--- config.mk ---
export PLATFORM = sky130hd
export DESIGN_NAME = kd_node_loader
export DESIGN_NICKNAME = d
export VERILOG_FILES = /design/src/rtl/kd_node_loader.sv
export SDC_FILE = /design/constraint.sdc
export NUM_CORES = 1
export LEC_CHECK = 0
export ABC_AREA = 1
export CORE_ASPECT_RATIO = 1.2
export CORE_UTILIZATION = 45
export CTS_CLUSTER_SIZE = 40
export DETAILED_ROUTE_END_ITERATION = 10
export PLACE_DENSITY = 0.75
export SLEW_MARGIN = 20
export SYNTH_ARGS = -nofsm -noshare
export SYNTH_HDL_FRONTEND = slang
export SYNTH_SLANG_ARGS = --single-unit
--- constraint.sdc ---
create_clock -name clk -period 1.7 [get_ports clk]
set_input_delay 0.34 -clock clk [delete_from_list [all_inputs] [get_ports clk]]
set_output_delay 0.34 -clock clk [all_outputs]
set_load 0.005 [all_outputs]
--- src/rtl/kd_node_loader.sv ---
`default_nettype none
// ============================================================================
// kd_node_loader : turns an (index, median) word stream into one-hot
//                  internal_node writes, breadth-first from the root.
// Optional macro  : KD_NODE_LOADER_IDX_CHECK_EN (split-index range check)
// Revision        : 1.0
// ============================================================================
module kd_node_loader #(
    parameter int COMP_WIDTH    = 11,
    parameter int STORAGE_WIDTH = 22,
    parameter int NUM_DIMS      = 5,
    parameter int NUM_NODES     = 31,
    parameter int CNT_WIDTH     = 5
) (
    input  logic                     clk,
    input  logic                     rst_n,
    input  logic                     start,
    input  logic                     in_valid,
    input  logic [COMP_WIDTH-1:0]    in_data,
    output logic                     in_ready,
    output logic [NUM_NODES-1:0]     wen,
    output logic [STORAGE_WIDTH-1:0] wdata,
    output logic [CNT_WIDTH-1:0]     node_cnt,
    output logic                     busy,
    output logic                     done,
    output logic                     err
);

    typedef enum logic [2:0] {
        S_IDLE    = 3'd0,
        S_GET_IDX = 3'd1,
        S_GET_MED = 3'd2,
        S_WRITE   = 3'd3,
        S_DONE    = 3'd4
    } state_t;

    localparam logic [CNT_WIDTH-1:0] LAST_CNT = CNT_WIDTH'(NUM_NODES - 1);

    state_t                  state;
    logic [COMP_WIDTH-1:0]   idx_reg;
    logic                    idx_ok;

`ifdef KD_NODE_LOADER_IDX_CHECK_EN
    localparam logic [COMP_WIDTH-1:0] DIMS_C = COMP_WIDTH'(NUM_DIMS);
    assign idx_ok = (idx_reg < DIMS_C);
`else
    assign idx_ok = 1'b1;
`endif

    // wen and wdata are launched on the median transfer so they are
    // registered and valid during the WRITE cycle itself.
    always_ff @(posedge clk or negedge rst_n) begin
        if (!rst_n) begin
            state    <= S_IDLE;
            in_ready <= 1'b0;
            wen      <= '0;
            wdata    <= '0;
            node_cnt <= '0;
            busy     <= 1'b0;
            done     <= 1'b0;
            err      <= 1'b0;
            idx_reg  <= '0;
        end else begin
            wen <= '0;
            case (state)
                S_IDLE, S_DONE: begin
                    if (start) begin
                        state    <= S_GET_IDX;
                        node_cnt <= '0;
                        busy     <= 1'b1;
                        done     <= 1'b0;
                        err      <= 1'b0;
                        in_ready <= 1'b1;
                    end
                end
                S_GET_IDX: begin
                    if (in_valid && in_ready) begin
                        idx_reg <= in_data;
                        state   <= S_GET_MED;
                    end
                end
                S_GET_MED: begin
                    if (in_valid && in_ready) begin
                        wdata    <= {in_data, idx_reg};
                        if (idx_ok) begin
                            wen <= NUM_NODES'(1) << node_cnt;
                        end
                        in_ready <= 1'b0;
                        state    <= S_WRITE;
                    end
                end
                S_WRITE: begin
                    if (!idx_ok) begin
                        err <= 1'b1;
                    end
                    if (node_cnt == LAST_CNT) begin
                        state <= S_DONE;
                        busy  <= 1'b0;
                        done  <= 1'b1;
                    end else begin
                        node_cnt <= node_cnt + 1'b1;
                        in_ready <= 1'b1;
                        state    <= S_GET_IDX;
                    end
                end
                default: begin
                    state    <= S_IDLE;
                    in_ready <= 1'b0;
                    busy     <= 1'b0;
                end
            endcase
        end
    end

endmodule
`default_nettype wire

Yosys cells after proc, flatten, opt, wreduce, memory -nomap -nowiden
Index checks and enable logic that the tools add are counted.
{"block": "totals", "input_bits": 15, "regBits": 75, "word_cells": 53}
{"block": "classes", "n_bitwise": 2, "n_reduce_logical": 12, "n_eq_ne": 10, "shifts": 1, "n_addsub": 1, "muxes": 19}
{"op": "$mux 31", "count": 2}
{"op": "$shl 1x5->31 const A", "count": 1}
{"op": "$mux 3", "count": 4}
{"op": "$pmux 3 s4", "count": 1}
{"op": "$reduce_and 3->1", "count": 4}
{"op": "$mux 5", "count": 2}
{"op": "$ne 2x2->1 const B", "count": 5}
{"op": "$pmux 5 s2", "count": 1}
{"op": "$eq 3x2->1 const B", "count": 2}
{"op": "$mux 1", "count": 6}
{"op": "$add 5x1->5 const B", "count": 1}
{"op": "$eq 5x5->1 const B", "count": 1}
{"op": "$pmux 1 s4", "count": 1}
{"op": "$reduce_and 2->1", "count": 2}
{"op": "$reduce_and 4->1", "count": 1}
{"op": "$reduce_or 2->1", "count": 2}
{"op": "$eq 3x1->1 const B", "count": 1}
{"op": "$eq 3x3->1 const B", "count": 1}
{"op": "$logic_not 3->1", "count": 1}
{"op": "$pmux 1 s3", "count": 1}
{"op": "$not 1->1", "count": 2}
{"op": "$pmux 1 s2", "count": 1}
{"op": "$reduce_bool 2->1", "count": 1}
{"op": "$logic_and 1x1->1", "count": 1}

Depth between registers and ports, before layout
Gate-level depths: netlist of run 1.
{"block": "depth", "word_depth": 4, "depth_mapped": 8, "mapped_depth_nobuf": 8}

Worst setup path after synthesis of run 1
No wires, ideal clock.
{"block": "synth_path", "path_type": "register to register", "startpoint": "register node_cnt[0]", "endpoint": "register node_cnt[4]", "setup_slack_ps": 373, "arrival_ps": 1209, "path_buffers": 0, "path_stages_with_launch": 9, "synth_period_minus_slack_ps": 1327, "path_cell_list": "dfrtp_1 inv_1 ha_1 nand4_1 nand2_2 nand2_4 nand2_4 nand2_1 nand2_1"}
{"block": "synth_via", "elab_chain_cells": 3, "elab_cells_between_ends": 6, "classes_between": "1 x add/sub; 2 x eq/ne; 2 x mux; 1 x reduce/logical"}
{"element": "start, declared", "line_no": "23", "source": "output logic [CNT_WIDTH-1:0] node_cnt,"}
{"element": "start signal, assigned", "line_no": "101", "source": "node_cnt <= node_cnt + 1'b1;"}
{"element": "$add 5x1->5 / $eq 5x5->1 (equally long branches)", "line_no": "101, 96"}
{"element": "$mux 5 / $ne 2x2->1 (equally long branches)"}
{"element": "$pmux 5 s2 / $reduce_and 3->1 (equally long branches)"}
Parallel ways exist; a longest one is shown, timed or not. The select of a mux whose other input is x is not followed.
A chain may end at the register's enable or synchronous reset.

Worst setup path after layout of run 1
{"block": "layout_path", "startpoint": "register node_cnt[0]", "endpoint": "output port node_cnt[0]"}
No word-level cell between the ends.

==> results.py, run 1 <==
metrics = {
    "clock_tree": {
        "post_cts_buffers": 0,
        "cts-root-buf": "clkbuf_8",
        "path_clk_slew_ps": 70,
        "clk_latency_ps": 330,
        "cts-buffers-inserted": 9,
        "cts_buffer_depth": 2,
        "cts_max_level": 3,
        "cts_tree": "done",
        "cts_sinks": 75,
    },
    "place": {
        "numPortBuffers": 75,
        "dp_slack_ps": 13.8,
        "gp_congestion": 0.836,
        "place_hpwl_um": 4360,
    },
    "timing": {
        "fin_worst_skew_ps": 5.14,
        "period_needed_ps": 1640,
        "hold_ws_ps": 444,
        "maxSlewViolCount": 0,
        "final-hold-violation-count": 0,
        "finalSetupTns_ps": 0,
        "setup_viol": 0,
        "fin_ws_ps": 61.4,
        "rsz0062_at_grt": "no",
        "finalCritPeriodShare_pct": 96.4,
        "fmax_mhz": 610,
    },
    "yosys": {
        "ys_seq_area_share_pct": 61.0,
        "synth_area_um2": 3080,
        "synthArstFlopShare_pct": 100,
        "syn_inst": 313,
        "ys_dominant_reg_cell": "dfrtp_1",
        "syn_nets": 334,
        "ys_ff_latch": 75,
        "ys_types": 25,
        "synth_edf_count": 0,
        "syn_area_per_cell_um2": 9.83,
        "ys_warn_count": 0,
    },
    "floorplanning": {
        "ios": 77,
        "num_rows": 32,
        "core_area_um2": 6530,
        "dieArea_um2": 7170,
        "start_util_pct": 47.1,
        "die_y_um": 92.6,
        "die_w_um": 77.5,
    },
    "final_layout": {
        "largest_reg_flops": 31,
        "n_antenna_cell": 0,
        "nets": 417,
        "area_growth_pct": 34.2,
        "n_fill_cell": 554,
        "drive_gt1_share_pct": 12.5,
    },
    "power_and_ir_drop": {
        "p_switching_w": 0.00168,
        "ir_worst_vdd_v": 0.000880,
        "pwr-share-seq_pct": 44.1,
        "p_sw_share_pct": 30.9,
        "leakage_nw": 2.02,
        "power.share.combinational_pct": 29.9,
        "p_clk_share_pct": 26.0,
        "p_per_area_nw_per_um2": 1320,
        "p_int_w": 0.00377,
    },
    "min_path": {
        "hold_class": "in -> async",
    },
    "setup_path": {
        "path_depth": 1,
        "rr_worst_depth": 7,
        "critical_path_class": "reg -> out",
        "crit_path_end_kind": "output port",
        "cp.buffers_inverters": 1,
        "crit_required_ps": 1360,
        "cpPeakStageDelay_ps": 520,
        "cp-start-kind": "register",
        "cp_cell_sequence": "clkdlybuf4s50_1",
        "critPathSlowestCell": "clkdlybuf4s50_1",
        "critical-path-top-delay-family": "buffers and inverters",
        "cp_max_fo": 8,
        "worst-r2r-setup-slack_ps": 320,
        "cp.arrival_ps": 1300,
    },
    "route": {
        "drt_iter0_drc": 184,
        "firstDrtPassIters": 4,
        "drc": 0,
        "vias": 2337,
        "wl_per_cell_um": 12.6,
        "avgViaCountPerCell": 4.81,
        "wl_um": 6110,
        "antenna_left": 0,
    },
    "global_route": {
        "grt_pass1_vias": 2274,
        "antenna_found_initial": 0,
        "grt_use_total_pct": 19.2,
        "grt-ovfl-total": 0,
        "grt_pass1_wl_um": 10500,
        "grt_max_degree": 50,
    },
    "run_status": {
        "outcome": "complete, no violations",
    },
    "run": {
        "maxCapViolCount": 0,
    },
}
power by group through the flow:
stage / registers [W] / clock network, W / logic (W)
floorplan: 0.00242 / 0 / 0.000924
global placement: 0.00243 / 0 / 0.00158
detailed placement: 0.00244 / 0 / 0.00163
CTS: 0.00241 / 0.00144 / 0.00165
global route: 0.00246 / 0.00152 / 0.00183
finish: 0.00240 / 0.00142 / 0.00163
logic make-up (layout without fill, tap and decap cells):
group                      Yosys count  after routing  synth area share (%)
AOI/OAI and AO/OA                   24             24                  5.45
DFF                                 75             75                  61.0
other                                1              1                 0.122
adders and majority gates            6              6                  2.44
buffers and inverters               40            128                  6.79
and+or+nand+nor                    167            167                  24.2
routing by layer:
layer | up-vias | wire [um] | GRT usage (%)
li1 | 1139 | - | -
met3 | 6 | 265 | 4.24
met5 | - | 0 | 0
met4 | 0 | 79 | 8.49
met2 | 71 | 3140 | 30.9
met1 | 1121 | 2620 | 24.8
final timing paths:
check / from / end
worst min-delay path: rst_n / wen[6]
worst max register to register: node_cnt[0] / in_ready
worst min register to register: wdata[10] / wdata[10]
max in group asynchronous: rst_n / node_cnt[2]
min in group clk: wdata[10] / wdata[10]
worst max-delay path: node_cnt[0] / node_cnt[0]
area by class of cell:
type | instances | area [um2] | share of cell area [%]
clock inverters | 3 | 43.8 | 1.06
clock buffers | 13 | 169 | 4.09
repair buffers | 84 | 831 | 20.1
inverters | 28 | 108 | 2.61
flip-flops and latches | 75 | 1880 | 45.5
well taps | 85 | 106 | 2.58
multi-input cells | 198 | 991 | 24.0
cells in the final DEF, fill, tap and decap left out, drive strengths merged, types with 9 or more instances in the layout:
cell type and instances:
clkdlybuf4s50 74, clkbuf 13, nand3 20, inv 29, o21ai 22, dfrtp 75, buf 9, nand2 100
nor2 38
cell usage after synthesis (3+ instances only):
| cell | count | area share, % |
|---|---|---|
| buf_6 | 5 | 1.8 |
| ha_1 | 6 | 2.4 |
| buf_2 | 3 | 0.49 |
| inv_1 | 26 | 3.2 |
| o21ai_2 | 11 | 3.1 |
| nand2_1 | 94 | 11 |
| nand4_1 | 6 | 1.2 |
| nand2_4 | 4 | 1.5 |
| dfrtp_1 | 75 | 61 |
| o21ai_0 | 9 | 1.5 |
| buf_4 | 4 | 0.98 |
| nor2_1 | 36 | 4.4 |
| nand3_1 | 19 | 3.1 |
through the flow:
stage / util (%) / power, W / cell area, um2 / cells
global placement: 59.8 / 0.00401 / 3900 / 469
CTS: 63.2 / 0.00549 / 4130 / 486
floorplan: - / 0.00334 / 3080 / 313
finish: 63.3 / 0.00545 / 4130 / 486
detailed placement: 59.8 / 0.00406 / 3900 / 469
global route: 63.3 / 0.00581 / 4130 / 486
what timing repair did:
item,CTS,global route
hold buffers,1,0
resized for setup,2,1
setup endpoints to repair,2,1
gates cloned,0,0
endpoints found under the hold margin,26,0
(Power assumes the default switching activity.)
==> run 2: changes to the inputs <==
--- a/config.mk
+++ b/config.mk
@@ -10,7 +10,7 @@
 export CORE_UTILIZATION = 45
 export CTS_CLUSTER_SIZE = 40
 export DETAILED_ROUTE_END_ITERATION = 10
-export PLACE_DENSITY = 0.75
+export PLACE_DENSITY = 0.71
 export SLEW_MARGIN = 20
 export SYNTH_ARGS = -nofsm -noshare
 export SYNTH_HDL_FRONTEND = slang
==> results.py, run 2 (same netlist as run 1, synthesis figures left out) <==
metrics = {
    "run_status": {
        "outcome": "complete, no violations",
    },
    "setup_path": {
        "critical-path-top-delay-family": "buffers and inverters",
        "worst-r2r-setup-slack_ps": 340,
        "cp-start-kind": "register",
        "rr_endpoint": "node_cnt[2]",
        "rr_worst_depth": 5,
        "r2r_start": "node_cnt[0]",
        "crit_required_ps": 1360,
        "cp_max_fo": 8,
        "crit_path_end_kind": "output port",
        "cp-startpoint": "node_cnt[0]",
        "critical_path_class": "reg -> out",
        "cp.buffers_inverters": 1,
        "critPathSlowestCell": "clkdlybuf4s50_1",
        "cpPeakStageDelay_ps": 520,
        "cp_cell_sequence": "clkdlybuf4s50_1",
        "cp.arrival_ps": 1290,
    },
    "clock_tree": {
        "clk_latency_ps": 330,
        "cts-root-buf": "clkbuf_8",
        "cts-buffers-inserted": 9,
        "cts_buffer_depth": 2,
        "cts_sinks": 75,
        "cts_max_level": 3,
        "path_clk_slew_ps": 80,
        "post_cts_buffers": 0,
        "cts_tree": "done",
    },
    "route": {
        "wl_um": 6060,
        "antenna_left": 0,
        "vias": 2319,
        "drc": 0,
        "drt_iter0_drc": 156,
        "wl_per_cell_um": 12.4,
        "avgViaCountPerCell": 4.76,
        "firstDrtPassIters": 4,
    },
    "min_path": {
        "hold_class": "in -> async",
    },
    "floorplanning": {
        "dieArea_um2": 7170,
        "core_area_um2": 6530,
        "start_util_pct": 47.1,
        "num_rows": 32,
        "die_w_um": 77.5,
        "die_y_um": 92.6,
        "ios": 77,
    },
    "place": {
        "gp_congestion": 0.869,
        "numPortBuffers": 75,
        "place_hpwl_um": 4390,
    },
    "global_route": {
        "grt_use_total_pct": 18.3,
        "grt-ovfl-total": 0,
        "grt_pass1_wl_um": 10200,
        "grt_pass1_vias": 2200,
        "antenna_found_initial": 0,
        "grt_max_degree": 34,
    },
    "final_layout": {
        "area_growth_pct": 34.6,
        "final_cell_mix": "nand2_1, clkdlybuf4s50_1, dfrtp_1",
        "layout_commonest_cell": "nand2_1",
        "drive_gt1_share_pct": 12.7,
        "largest_reg_flops": 31,
        "n_antenna_cell": 0,
        "nets": 418,
    },
    "timing": {
        "rsz0062_at_grt": "no",
        "period_needed_ps": 1630,
        "hold_ws_ps": 460,
        "setup_viol": 0,
        "final-hold-violation-count": 0,
        "finalCritPeriodShare_pct": 96.0,
        "fin_worst_skew_ps": 5.04,
        "maxSlewViolCount": 0,
        "finalSetupTns_ps": 0,
        "fmax_mhz": 613,
    },
    "power_and_ir_drop": {
        "p_per_area_nw_per_um2": 1330,
        "leakage_nw": 2.02,
        "ir_worst_vdd_v": 0.000633,
    },
    "run": {
        "maxCapViolCount": 0,
    },
}
-- run 2: cell count changes in the layout (fill, tap and decap cells not counted), sizes merged --
cell      before  now
bufinv         1    2
buf            9   10
clkbuf        13   10
clkinvlp       0    2
-- run 2: report_power, final --
part | internal [W] | total (W) | switching, W | leakage, nW
clock network | 0.000830 | 0.00147 | 0.000640 | 0.103
logic | 0.000796 | 0.00163 | 0.000836 | 0.916
registers | 0.00217 | 0.00241 | 0.000242 | 0.999
total | 0.00380 | 0.00551 | 0.00172 | 2.02
-- run 2: area by class of cell --
class | instances | area, um2
clock buffer | 10 | 128
clock inverter | 6 | 88.8
fill | 555 | 2390
inverter | 28 | 108
multi-input combinational | 198 | 991
sequential | 75 | 1880
tap | 85 | 106
timing repair buffer | 85 | 838
-- run 2: worst max path at each step --
| stage | endpoint | cells after the start |
|---|---|---|
| floorplan | node_cnt[4] | 8 |
| global placement | wdata[19] | 6 |
| detailed placement | idx_reg[2] | 6 |
| CTS | node_cnt[1] | 1 |
| global route | node_cnt[0] | 1 |
| finish | node_cnt[0] | 1 |
-- run 2: through the flow --
stage	cells	util (%)	setup slack (ps)	area, um2	total power [W]
after floorplan	313	-	373	3080	0.00334
after global placement	470	59.9	50.8	3910	0.00402
after detailed placement	470	59.9	14.6	3910	0.00408
after CTS	487	63.4	6.72	4140	0.00556
after global routing	487	63.4	23.5	4140	0.00587
final	487	63.4	68.1	4140	0.00551
-- run 2: timing repair --
| action | 4_1_cts | 5_1_grt |
|---|---|---|
| endpoints found under the hold margin | 24 | 0 |
| hold buffers | 1 | 0 |
| resized for setup | 1 | 2 |
| endpoints found under the setup margin | 1 | 2 |
-- run 2: layer usage --
metal	up-vias	routed length, um	global-route usage (%)	share of wire [%]
met2	64	3040	29.7	50
met1	1101	2720	24.3	45
met4	0	93	9.43	1.5
li1	1148	-	-	-
met5	-	0	0	0
met3	6	198	2.07	3.3
